==> src/rtl/tm1638_scheduler.sv <==
// Schedules key-scan and display-refresh command frames over the tm1638 byte engine and owns STB.
// Optional KEY_DEBOUNCE_EN: publish keys only when two consecutive scans return identical bytes.
module tm1638_scheduler #(
    parameter int unsigned SCAN_PERIOD = 100000,
    parameter int unsigned CS_GAP      = 4
) (
    input  logic        clk,
    input  logic        rst,
    input  logic        ram_we,
    input  logic [3:0]  ram_addr,
    input  logic [7:0]  ram_wdata,
    input  logic [2:0]  brightness,
    input  logic        disp_on,
    output logic        tm_latch,
    output logic [7:0]  tm_out,
    output logic        tm_rw,
    input  logic [7:0]  tm_in,
    input  logic        busy,
    output logic        tm_cs,
    output logic [31:0] keys,
    output logic        keys_valid,
    output logic        frame_busy
);

    localparam int unsigned TMR_W = (SCAN_PERIOD > 1) ? $clog2(SCAN_PERIOD) : 1;
    localparam int unsigned GAP_W = (CS_GAP > 1) ? $clog2(CS_GAP) : 1;

    localparam logic [7:0] CMD_WRITE = 8'h40;
    localparam logic [7:0] CMD_READ  = 8'h42;
    localparam logic [7:0] CMD_ADDR  = 8'hC0;

    typedef enum logic [3:0] {
        S_IDLE,
        S_KEY_CMD,
        S_KEY_RD,
        S_KEY_END,
        S_WR_CMD,
        S_GAP,
        S_ADDR,
        S_DATA,
        S_DATA_END,
        S_CTRL,
        S_CTRL_END
    } state_t;

    typedef enum logic [1:0] {
        PH_ISSUE,
        PH_WAIT_HI,
        PH_WAIT_LO
    } phase_t;

    state_t             r_state;
    state_t             r_gap_nxt;
    phase_t             r_ph;
    logic [3:0]         r_idx;
    logic [GAP_W-1:0]   r_gap_cnt;
    logic [TMR_W-1:0]   r_tmr;
    logic               r_scan_pend;
    logic               r_dirty;
    logic [7:0]         r_ram  [16];
    logic [7:0]         r_snap [16];
    logic [3:0]         r_ctrl_q;
    logic               r_ctrl_vld;
    logic [31:0]        r_shadow;
    logic [31:0]        r_keys;
    logic               r_keys_valid;
    logic               r_tm_latch;
    logic [7:0]         r_tm_out;
    logic               r_tm_rw;
    logic               r_tm_cs;
    logic               r_frame_busy;
`ifdef KEY_DEBOUNCE_EN
    logic [31:0]        r_prev_shadow;
`endif

    logic               w_wrap;
    logic               w_idle;
    logic               w_grant_key;
    logic               w_grant_ref;
    logic               w_ctrl_chg;
    logic               w_byte_st;
    logic               w_byte_done;
    logic [7:0]         w_byte_val;

    assign w_wrap      = (r_tmr == TMR_W'(SCAN_PERIOD - 1));
    assign w_idle      = (r_state == S_IDLE);
    assign w_grant_key = w_idle && r_scan_pend;
    assign w_grant_ref = w_idle && !r_scan_pend && r_dirty;
    // The first post-reset cycle has no valid history, so it cannot count as a change.
    assign w_ctrl_chg  = r_ctrl_vld && ({disp_on, brightness} != r_ctrl_q);
    assign w_byte_done = w_byte_st && (r_ph == PH_WAIT_LO) && !busy;

    // Byte to send in the current transfer state.
    always_comb begin
        w_byte_val = 8'h00;
        w_byte_st  = 1'b1;
        case (r_state)
            S_KEY_CMD: w_byte_val = CMD_READ;
            S_KEY_RD:  w_byte_val = 8'h00;
            S_WR_CMD:  w_byte_val = CMD_WRITE;
            S_ADDR:    w_byte_val = CMD_ADDR;
            S_DATA:    w_byte_val = r_snap[r_idx];
            S_CTRL:    w_byte_val = {4'h8, disp_on, brightness};
            default:   w_byte_st  = 1'b0;
        endcase
    end

    // Free-running scan timer, request flags and display RAM with frame snapshot.
    always_ff @(posedge clk or negedge rst) begin
        if (!rst) begin
            r_tmr       <= '0;
            r_scan_pend <= 1'b0;
            r_dirty     <= 1'b1;
            r_ctrl_q    <= '0;
            r_ctrl_vld  <= 1'b0;
            for (int i = 0; i < 16; i++) begin
                r_ram[i]  <= 8'h00;
                r_snap[i] <= 8'h00;
            end
        end else begin
            r_tmr <= w_wrap ? '0 : r_tmr + TMR_W'(1);
            if (w_wrap)
                r_scan_pend <= 1'b1;
            else if (w_grant_key)
                r_scan_pend <= 1'b0;
            if (ram_we || w_ctrl_chg)
                r_dirty <= 1'b1;
            else if (w_grant_ref)
                r_dirty <= 1'b0;
            if (ram_we)
                r_ram[ram_addr] <= ram_wdata;
            if (w_grant_ref) begin
                for (int i = 0; i < 16; i++)
                    r_snap[i] <= r_ram[i];
            end
            r_ctrl_q   <= {disp_on, brightness};
            r_ctrl_vld <= 1'b1;
        end
    end

    // Frame sequencer with the per-byte latch/busy handshake.
    always_ff @(posedge clk or negedge rst) begin
        if (!rst) begin
            r_state      <= S_IDLE;
            r_gap_nxt    <= S_IDLE;
            r_ph         <= PH_ISSUE;
            r_idx        <= '0;
            r_gap_cnt    <= '0;
            r_shadow     <= '0;
            r_keys       <= '0;
            r_keys_valid <= 1'b0;
            r_tm_latch   <= 1'b0;
            r_tm_out     <= 8'h00;
            r_tm_rw      <= 1'b1;
            r_tm_cs      <= 1'b1;
            r_frame_busy <= 1'b0;
`ifdef KEY_DEBOUNCE_EN
            r_prev_shadow <= '0;
`endif
        end else begin
            r_tm_latch   <= 1'b0;
            r_keys_valid <= 1'b0;

            if (w_byte_st) begin
                case (r_ph)
                    PH_ISSUE: begin
                        if (!busy) begin
                            r_tm_latch <= 1'b1;
                            r_tm_out   <= w_byte_val;
                            r_tm_rw    <= (r_state != S_KEY_RD);
                            r_ph       <= PH_WAIT_HI;
                        end
                    end
                    PH_WAIT_HI: if (busy)  r_ph <= PH_WAIT_LO;
                    PH_WAIT_LO: if (!busy) r_ph <= PH_ISSUE;
                    default:               r_ph <= PH_ISSUE;
                endcase
            end

            case (r_state)
                S_IDLE: begin
                    r_ph  <= PH_ISSUE;
                    r_idx <= '0;
                    if (w_grant_key) begin
                        r_tm_cs      <= 1'b0;
                        r_frame_busy <= 1'b1;
                        r_state      <= S_KEY_CMD;
                    end else if (w_grant_ref) begin
                        r_tm_cs      <= 1'b0;
                        r_frame_busy <= 1'b1;
                        r_state      <= S_WR_CMD;
                    end
                end
                S_KEY_CMD: begin
                    if (w_byte_done) begin
                        r_idx   <= '0;
                        r_state <= S_KEY_RD;
                    end
                end
                S_KEY_RD: begin
                    if (w_byte_done) begin
                        r_shadow[{r_idx[1:0], 3'b000} +: 8] <= tm_in;
                        if (r_idx[1:0] == 2'd3)
                            r_state <= S_KEY_END;
                        else
                            r_idx <= r_idx + 4'd1;
                    end
                end
                S_KEY_END: begin
                    r_tm_cs   <= 1'b1;
                    r_tm_rw   <= 1'b1;
                    r_gap_cnt <= '0;
                    r_gap_nxt <= S_IDLE;
                    r_state   <= S_GAP;
`ifdef KEY_DEBOUNCE_EN
                    r_prev_shadow <= r_shadow;
                    if (r_shadow == r_prev_shadow) begin
                        r_keys       <= r_shadow;
                        r_keys_valid <= 1'b1;
                    end
`else
                    r_keys       <= r_shadow;
                    r_keys_valid <= 1'b1;
`endif
                end
                S_WR_CMD: begin
                    if (w_byte_done) begin
                        r_tm_cs   <= 1'b1;
                        r_gap_cnt <= '0;
                        r_gap_nxt <= S_ADDR;
                        r_state   <= S_GAP;
                    end
                end
                S_GAP: begin
                    if (r_gap_cnt == GAP_W'(CS_GAP - 1)) begin
                        r_state <= r_gap_nxt;
                        if (r_gap_nxt == S_IDLE)
                            r_frame_busy <= 1'b0;
                        else
                            r_tm_cs <= 1'b0;
                    end else begin
                        r_gap_cnt <= r_gap_cnt + GAP_W'(1);
                    end
                end
                S_ADDR: begin
                    if (w_byte_done) begin
                        r_idx   <= '0;
                        r_state <= S_DATA;
                    end
                end
                S_DATA: begin
                    if (w_byte_done) begin
                        if (r_idx == 4'd15)
                            r_state <= S_DATA_END;
                        else
                            r_idx <= r_idx + 4'd1;
                    end
                end
                S_DATA_END: begin
                    r_tm_cs   <= 1'b1;
                    r_gap_cnt <= '0;
                    r_gap_nxt <= S_CTRL;
                    r_state   <= S_GAP;
                end
                S_CTRL: begin
                    if (w_byte_done)
                        r_state <= S_CTRL_END;
                end
                S_CTRL_END: begin
                    r_tm_cs   <= 1'b1;
                    r_gap_cnt <= '0;
                    r_gap_nxt <= S_IDLE;
                    r_state   <= S_GAP;
                end
                default: r_state <= S_IDLE;
            endcase
        end
    end

    assign tm_latch   = r_tm_latch;
    assign tm_out     = r_tm_out;
    assign tm_rw      = r_tm_rw;
    assign tm_cs      = r_tm_cs;
    assign keys       = r_keys;
    assign keys_valid = r_keys_valid;
    assign frame_busy = r_frame_busy;

endmodule

==> config.mk <==
export PLATFORM = sky130hd
export DESIGN_NAME = tm1638_scheduler
export DESIGN_NICKNAME = d
export VERILOG_FILES = /design/src/rtl/tm1638_scheduler.sv
export SDC_FILE = /design/constraint.sdc
export NUM_CORES = 1
export LEC_CHECK = 0
export CAP_MARGIN = 20
export CORE_MARGIN = 5
export CORE_UTILIZATION = 56
export DETAILED_ROUTE_END_ITERATION = 16
export PLACE_DENSITY = 0.72
export SLEW_MARGIN = 5
export SYNTH_ARGS = -nofsm -noshare
export SYNTH_HDL_FRONTEND = slang
export SYNTH_SLANG_ARGS = --single-unit
==> constraint.sdc <==
create_clock -name clk -period 4.3 [get_ports clk]
set_input_delay 0.86 -clock clk [delete_from_list [all_inputs] [get_ports clk]]
set_output_delay 0.86 -clock clk [all_outputs]
set_load 0.05 [all_outputs]
### After elaboration in Yosys (flattened, before gate mapping)

Cells that the tools add are included.
Widths: inputs -> output; s select.

| storage, ports and cells | value |
|---|---|
| register bits | 373 |
| bits in latches | 0 |
| memory bits (writable) | 0 |
| bits in read-only memories | 0 |
| input bits | 28 |
| output and inout bits | 45 |
| logic and storage cells | 198 |
| memories kept | 0 |

| operators by class | value |
|---|---|
| $add $sub $neg | 4 |
| multiply operators | 0 |
| divide/modulo/power cells | 0 |
| order comparisons | 3 |
| equal/unequal tests | 38 |
| shifts and indexed selects | 2 |
| multiplexer cells | 61 |
| bitwise logic cells | 3 |
| reduce and logical (&&, ||, !) cells | 37 |

Operators with widths:

| kind | count |
|---|---|
| $bwmux 128 | 1 |
| $mux 4 | 17 |
| $pmux 8 s5 | 1 |
| $pmux 4 s9 | 1 |
| $bmux 8 s4 | 1 |
| $bwmux 32 | 1 |
| $demux 8 s4 | 1 |
| $shift 8x7->32 const A | 1 |
| $shiftx 8x7->32 | 1 |
| $ne 2x2->1 const B | 14 |
| $mux 8 | 3 |
| $mux 1 | 21 |
| $add 17x1->17 const B | 1 |
| $eq 17x17->1 const B | 1 |
| $mux 17 | 1 |
| $eq 4x3->1 const B | 4 |
| $eq 4x4->1 const B | 4 |
| $pmux 4 s4 | 1 |
| $mux 2 | 7 |
| $pmux 2 s3 | 2 |
| $pmux 4 s3 | 1 |
| $reduce_bool 2->1 | 6 |
| $ge 5x5->1 const B | 2 |
| $not 4->5 | 2 |
| 32 further kinds | 53 |

### Depth between registers and ports, before layout

Gate-level depths: netlist (run 1).

| logic depth | value |
|---|---|
| word-level depth | 7 |
| depth in mapped cells | 8 |
| mapped depth without buffers | 6 |

### Worst setup path after synthesis (run 1)

OpenSTA, ideal clock, no wires.

| timing | value |
|---|---|
| kind | input-to-reg |
| from | input port busy |
| to | register r_idx[3] |
| setup time | 0.120 ns |
| data arrival time | 2.334 ns |
| data required time | 4.180 ns |
| slack | 1.847 ns |
| stages | 6 |
| path buffers | 1 |
| cells stage by stage | or3b_1 -> buf_2 -> a22o_1 -> a2111oi_4 -> mux2i_1 -> nand2_1 |

| on the way | value |
|---|---|
| longest elaborated chain between the ends | 4 |
| elaborated cells between the ends (all ways) | 6 |

RTL lines:

| what | line | source |
|---|---|---|
| start, declared | 18 | `input logic busy,` |
| $logic_not 1->1 * | -- |  |
| $logic_and 1x1->1 * | 91 | `assign w_byte_done = w_byte_st && (r_ph == PH_WAIT_LO) && !busy;` |
| $ne 2x1->1 (no line) / $ne 2x2->1 (equally long branches) | -- |  |
| $reduce_and 6->1 (no line) * | -- |  |
| end signal, assigned | 206 | `r_idx <= r_idx + 4'd1;` |
| end signal, assigned | 256 | `r_idx <= r_idx + 4'd1;` |
| end, declared | 55 | `logic [3:0] r_idx;` |

Every way passes the cells marked *; elsewhere a longest branch is shown, timed or not.
A chain may end at the register's enable or synchronous reset.

### Final worst setup path (run 1)

| timing | value |
|---|---|
| from | register r_state[0] |
| to | register r_snap[86] (netlist name) |

| on the way | value |
|---|---|
| longest elaborated chain between the ends | 3 |

RTL lines:

| what | line | source |
|---|---|---|
| start, declared | 52 | `state_t r_state;` |
| start signal, assigned | 236 | `r_state <= r_gap_nxt;` |
| $logic_not 4->1 | 86 | `assign w_idle = (r_state == S_IDLE);` |
| $logic_and 1x1->1 (2 in series) | 88 | `assign w_grant_ref = w_idle && !r_scan_pend && r_dirty;` |
| end signal, assigned by index | 134 | `r_snap[i] <= r_ram[i];` |
| end, declared | 61 | `logic [7:0] r_snap [16];` |

No other way between the ends.

==> results of run 1 <==
==> worst max-delay path, stage by stage, from the launching register on <==
cell and delay (ns):
dfrtp_1 0.67, or4_1 0.73, nor2_1 0.23, nand2_4 0.54, buf_4 0.47, mux2_1 0.34
==> layout make-up <==
| type | instances | area (um^2) | area share |
|---|---|---|---|
| clock buffer | 59 | 1180 | 0.0653 |
| multi-input combinational | 685 | 6070 | 0.336 |
| inverter | 9 | 33.8 | 0.00187 |
| clock inverter | 9 | 124 | 0.00684 |
| timing repair buffer | 92 | 926 | 0.0512 |
| sequential | 371 | 9290 | 0.513 |
| tap | 378 | 473 | 0.0261 |
==> through the flow <==
| stage | utilization | setup WS, ns | cell area [um^2] | hold WS [ns] | instances |
|---|---|---|---|---|---|
| floorplan | - | 1.85 | 15700 | 0.444 | 1126 |
| global placement | 0.605 | 1.21 | 16800 | 0.456 | 1535 |
| detailed placement | 0.605 | 1.19 | 16800 | 0.466 | 1535 |
| CTS | 0.652 | 1.18 | 18100 | 0.455 | 1603 |
| global route | 0.652 | 0.894 | 18100 | 0.491 | 1603 |
| finish | 0.652 | 1.17 | 18100 | 0.421 | 1603 |
==> state kept, by name (all words and copies together) (netlist names), 2 cells and up <==
name / flops
keys: 32
r_ctrl_q: 4
r_gap_cnt: 2
r_gap_nxt: 2
r_idx: 4
r_ph: 2
r_ram: 128
r_shadow: 32
r_snap: 128
r_state: 4
r_tmr: 17
tm_out: 8
==> power breakdown <==
part | switching [mW] | internal (mW)
logic | 1.71 | 1.78
clock network | 1.31 | 2.07
registers | 0.612 | 4.52
==> path summary, 6_finish.rpt <==
check | cells after the start | start | to
min in group clk | 2 | r_shadow[0]$_DFFE_PN0P_ | r_shadow[0]$_DFFE_PN0P_
worst min register to register | 2 | r_shadow[0]$_DFFE_PN0P_ | r_shadow[0]$_DFFE_PN0P_
max in group asynchronous | 2 | rst | keys[10]$_DFFE_PN0P_
worst max register to register | 5 | r_state[0]$_DFFE_PN0P_ | r_snap[86]$_DFFE_PN0P_
worst min-delay path | 1 | rst | r_ctrl_vld$_DFF_PN0_
worst max-delay path | 5 | r_state[0]$_DFFE_PN0P_ | r_snap[86]$_DFFE_PN0P_
==> metal layers <==
layer | routed length, um | part of all wire | vias up
li1 | - | - | 4187
met1 | 15000 | 0.46 | 4758
met2 | 15300 | 0.47 | 235
met3 | 1540 | 0.047 | 49
met4 | 653 | 0.020 | 0
met5 | 0 | 0 | -
==> cell usage in the layout, fill, tap and decap left out, drive strengths merged, types with 4 or more instances in the layout <==
master	netlist	final
clkdlybuf4s50	0	71
a21o	4	4
ha	8	8
nor2b	10	10
nand2	91	91
nand2b	8	8
a22oi	9	9
mux2i	6	6
clkinv	1	6
nor2	41	41
dfrtp	368	368
o21ai	50	50
a31oi	5	5
inv	8	9
mux2	296	296
xnor2	9	9
nand3	18	18
mux4	30	30
nand4	4	4
a22o	8	8
clkbuf	29	59
nor3	9	9
buf	32	21
and3	4	4
nand3b	5	5
xor2	12	12
a21oi	16	16
nor3b	5	5
==> logic make-up after synthesis <==
| group | count (synthesis) | share of synthesized area |
|---|---|---|
| flip-flops | 371 | 0.590 |
| multiplexers | 332 | 0.258 |
| AND/OR/NAND/NOR | 206 | 0.0599 |
| AO/OA/AOI/OAI | 117 | 0.0483 |
| buffers and inverters | 70 | 0.0250 |
| XOR/XNOR | 21 | 0.0117 |
| adder cells (fa/ha/maj) | 8 | 0.00636 |
| other | 1 | 0.000238 |
==> key figures, run 1 <==
Status
  – Status: completed

Timing
  – Final-report max-slew violation count: 0
  – Unrepaired setup endpoints after global routing: no
  – Slew margin rel.: 0.285
  – Worst slew pin tran: between 1 and 1.5 ns
  – Skew final: ~0.020 ns
  – Final Hold Fails: 0
  – Final setup violation count: 0
  – Period utilization: 0.729
  – Fmax: roughly 320 MHz
  – Setup tns final: 0 ns
  – Crit path time final: about 3.1 ns

Setup path
  – Setup crit start kind: register
  – Crit path max fanout: between 60 and 70
  – CP endpoint kind: register
  – Worst EP required: 4.70 ns
  – Reg2Reg Setup Slack: roughly 1.2 ns
  – Arr. time, crit path: 3.53 ns
  – Setup CP Type: reg2reg

Route
  – DR vias/cell: about 5.8
  – Vias: just over 9,000
  – Detail Route Antenna Nets: 0
  – # DRC: 0
  – Drt total wl: ~33,000 um
  – First-pass detailed-route iteration total: 7
  – DR iter-0 viols: between 800 and 900
  – Routed WL per cell: about 20 um

Synth
  – Commonest cells in the netlist: 368 x dfrtp_1, 275 x mux2_2, 91 x nand2_1
  – Unique cell type count in the Yosys netlist: between 50 and 60
  – Seq/Total Area, Yosys: 0.590
  – Ys Warns: 0
  – Synth area leader: dfrtp_1
  – Syn_nets: around 1,200
  – Mapped Area: approximately 16,000 um^2
  – Yosys top cell area share: 0.585
  – Most common cell in the netlist: dfrtp_1
  – Avg Cell Area, Syn: 14.0 um^2
  – Primary FF master, synth: dfrtp_1
  – Async set or reset register ratio after synthesis: 1.00
  – Mapped Cells: between 1,000 and 1,500
  – Number of synthesized flops with an enable pin: 0
  – Ranking of synthesized cells by area: dfrtp_1 59%, mux2_2 20%, mux4_2 4.3%, nand2_1 2.2%, o21ai_0 1.5%
  – Synth Register Bits: roughly 370

Die
  – Die Height: 178 um
  – Die area: around 32,000 um^2
  – CORE AREA: between 20,000 and 30,000 um^2
  – Die X: 178 um
  – Initial Util: 0.567
  – Number of core rows: just over 60
  – Boundary Pins: 73

Clock tree
  – CTS root buf: clkbuf_16
  – Post-CTS sizing: 0
  – Clk pin slew, worst setup/hold paths: 0.07 ns
  – Clock sinks: around 370
  – CTS buffer count: 38
  – CTS Hold Bufs: 0
  – H-tree depth: 2
  – Worst-Skew Late Latency: between 0.5 and 0.6 ns
  – Clk buf depth: 3
  – CTS tree: done
  – Post-CTS setup buffers: 0

Place
  – IO Port Bufs: 72
  – Detailed placement HPWL: around 21,000 um
  – Routability congestion estimate: 0.857

Global routing
  – Largest net degree at the start of global routing: 108
  – Grt met1 use: 0.319
  – GRT met3 Usage: 0.0332
  – Busiest grt layer: met2
  – Initial antenna violation count: 1
  – Vias in the first global route: ~9,400
  – First-pass GRT wire length: approximately 53,000 um
  – Met2 usage: 0.334
  – Gr ovfl total: 0
  – Gr usage total: 0.214

Cells and area
  – Layout fillers: 2,078
  – Layout cells sized above 1: 0.324
  – Nets: 1,233
  – Layout area overhead: 15.0%
  – N_diodes: 0

Pwr
  – Design Power: 12.0 mW
  – Worst VDD drop: ~0.37 mV
  – P per Cell Area: around 660 nW/um^2
  – Leakage: about 8 nW

Run
  – Maxcap violations: 0

Worst hold path
  – Min-Delay Path Class: in2async
No activity file was read; power rests on OpenSTA's default activity.
==> inputs of run 2 (changes only) <==
Settings changed: CORE_UTILIZATION 56 to 54.
Clock period 4.3 ns to 2.55 ns, I/O delays scaled along.
==> key figures, run 2 (synthesis results as in run 1) <==
Die
  – Die X: 181 um (+1.7%)
  – Initial Util: 0.547 (-0.0197)
  – Boundary Pins: 73 (unchanged)
  – Die area: 32,700 um^2 (+3.5%)
  – Number of core rows: 62 (+1.6%)
  – CORE AREA: 28,800 um^2 (+3.6%)
  – Die Height: 181 um (+1.7%)

Cells and area
  – Non-filler cells, final: 1,657 (+3.4%)
  – Layout area overhead: 17.8%
  – Nets: 1,280 (+3.8%)
  – Leading cell types in the layout, fill and taps excluded: 366 x dfrtp_1, 275 x mux2_2, 90 x nand2_1, 71 x clkdlybuf4s50_1, 52 x buf_4
  – Most common cell after layout, fill and taps aside: dfrtp_1
  – Layout cells sized above 1: 0.349 (+0.0247)
  – Top flop regs: r_ram x128, r_snap x128
  – N_diodes: 0 (unchanged)

Pwr
  – P per Cell Area: 1100 nW/um^2 (+66%)
  – Switch share: 0.306 (+0.00273)
  – Reg power frac: 0.417 (-0.010)
  – Logic gate share of total power: 0.310 (+0.019)
  – Worst VDD drop: 0.654 mV (+79%)
  – Pint: 14.2 mW (+69%)
  – Switching pwr: 6.24 mW (+72%)
  – Share of total power in the clock network: 0.272 (-0.009)
  – Leakage: 8.21 nW (+3.1%)

Timing
  – Slew margin rel.: 0.453 (+0.168)
  – Final setup violation count: 0 (unchanged)
  – Skew final: 0.0276 ns (+0.00739 ns)
  – Final-report max-slew violation count: 0 (unchanged)
  – Crit path time final: 2.38 ns
  – Worst slew pin tran: 0.820 ns (-0.252 ns)
  – Final worst-path setup slack: 0.171 ns (-0.996 ns)
  – Final Hold Fails: 0 (unchanged)
  – Unrepaired setup endpoints after global routing: no
  – Fmax: approximately 420 MHz
  – Period utilization: 0.933

Route
  – Routed WL per cell: 20.0 um (-1.5%)
  – # DRC: 0 (unchanged)
  – DR vias/cell: 5.67 (-1.5%)
  – First-pass detailed-route iteration total: 5 (-2)
  – Drt total wl: 33,100 um (+1.8%)
  – Vias: 9,398 (+1.8%)
  – Detail Route Antenna Nets: 0 (unchanged)
  – DR iter-0 viols: 719 (-14%)

Setup path
  – Worst Path Buf+Inv: 1 (unchanged)
  – Arr. time, crit path: 1.87 ns (-1.66 ns)
  – Setup CP Type: reg2out
  – Crit path max fanout: 3 (-95%)
  – Setup crit start kind: register
  – CP cell instances: clkdlybuf4s50_1
  – Crit-path leading delay family: buffers and inverters
  – CP endpoint kind: output port
  – Slowest CP cell: clkdlybuf4s50_1
  – Worst EP required: 2.04 ns (-2.66 ns)
  – Worst path max stage delay: 0.80 ns (+0.07 ns)

Clock tree
  – CTS root buf: clkbuf_16
  – Clk pin slew, worst setup/hold paths: 0.06 ns (about the same)
  – H-tree depth: 2 (unchanged)
  – CTS buffer count: 39 (+2.6%)
  – Worst-Skew Late Latency: 0.53 ns (about the same)
  – Post-CTS setup buffers: 0 (unchanged)
  – Clk buf depth: 3 (unchanged)
  – Clock sinks: 371 (unchanged)
  – CTS tree: done

Run
  – Maxcap violations: 0 (unchanged)

Global routing
  – Gr usage total: 0.207 (-0.00670)
  – Gr ovfl total: 0 (unchanged)
  – Initial antenna violation count: 0 (-1)
  – Vias in the first global route: 9,929 (+5.1%)
  – First-pass GRT wire length: 54,800 um (+3.3%)
  – Largest net degree at the start of global routing: 128 (+19%)

Place
  – Setup WS pre-CTS: -0.105 ns (-1.29 ns)
  – Placed Cells incl. Taps: 1,586 (+3.3%)
  – Routability congestion estimate: 0.905 (+5.6%)
  – Detailed placement HPWL: 21,400 um (+2.0%)
  – IO Port Bufs: 72 (unchanged)

Status
  – Status: completed

Worst hold path
  – Min-Delay Path Class: reg2reg
[run 2: changes by cell type in the layout (fill, tap and decap cells not counted), moves of 2 or more]
cell / change
buf_12: +9
buf_4: +36
bufinv_16: -2
clkbuf_8: -2
clkinv_2: +3
[run 2: layer usage]
layer	vias up	track usage	wire length [um]
met5	-	0	0
met4	0	0.0430	476
met3	38	0.0376	1600
met2	208	0.336	15800
met1	4883	0.298	15200
li1	4269	-	-
[run 2: final cells by class]
| type | instances | area, um^2 |
|---|---|---|
| multi-input combinational | 685 | 6070 |
| clock buffer | 58 | 1180 |
| tap | 384 | 480 |
| sequential | 371 | 9290 |
| clock inverter | 12 | 103 |
| timing repair buffer | 138 | 1390 |
| inverter | 9 | 33.8 |
| fill | 2156 | 10200 |
[run 2: what timing repair did]
action,in CTS,in global routing
hold buffers,1,0
gates resized for setup,0,0
hold endpoints to repair,52,0
[run 2: worst paths after layout]
path	start	end	slack, ns	depth (start not counted)
worst max register to register	r_idx[0]$_DFFE_PN0P_	tm_out[3]$_DFFE_PN0P_	0.19	6
min in group asynchronous	rst	r_snap[59]$_DFFE_PN0P_	0.55	2
worst min-delay path	r_shadow[23]$_DFFE_PN0P_	r_shadow[23]$_DFFE_PN0P_	0.47	2
worst max-delay path	tm_rw$_DFFE_PN1P_	tm_rw	0.17	1
max in group asynchronous	rst	tm_cs$_DFFE_PN1P_	1.27	3
worst min register to register	r_shadow[23]$_DFFE_PN0P_	r_shadow[23]$_DFFE_PN0P_	0.47	2
[run 2: per-stage QoR]
step           setup TNS [ns]  utilization  hold WS (ns)  power [mW]  area (um^2)
3_3_place_gp          -0.0590        0.600         0.457        14.7        17300
4_1_cts                     0        0.644         0.479        20.6        18500
2_1_floorplan               0            -         0.214        13.0        15700
3_5_place_dp           -0.265        0.600         0.465        14.9        17300
5_1_grt                     0        0.644         0.500        21.5        18500
6_report                    0        0.644         0.474        20.4        18500
[run 2: power by group through the flow]
stage / sequential (mW) / clock [mW] / combinational [mW]
global placement: 8.52 / 0 / 6.16
CTS: 8.52 / 5.67 / 6.37
detailed placement: 8.61 / 0 / 6.32
floorplan: 8.70 / 0 / 4.35
finish: 8.52 / 5.56 / 6.33
global route: 8.72 / 5.92 / 6.87
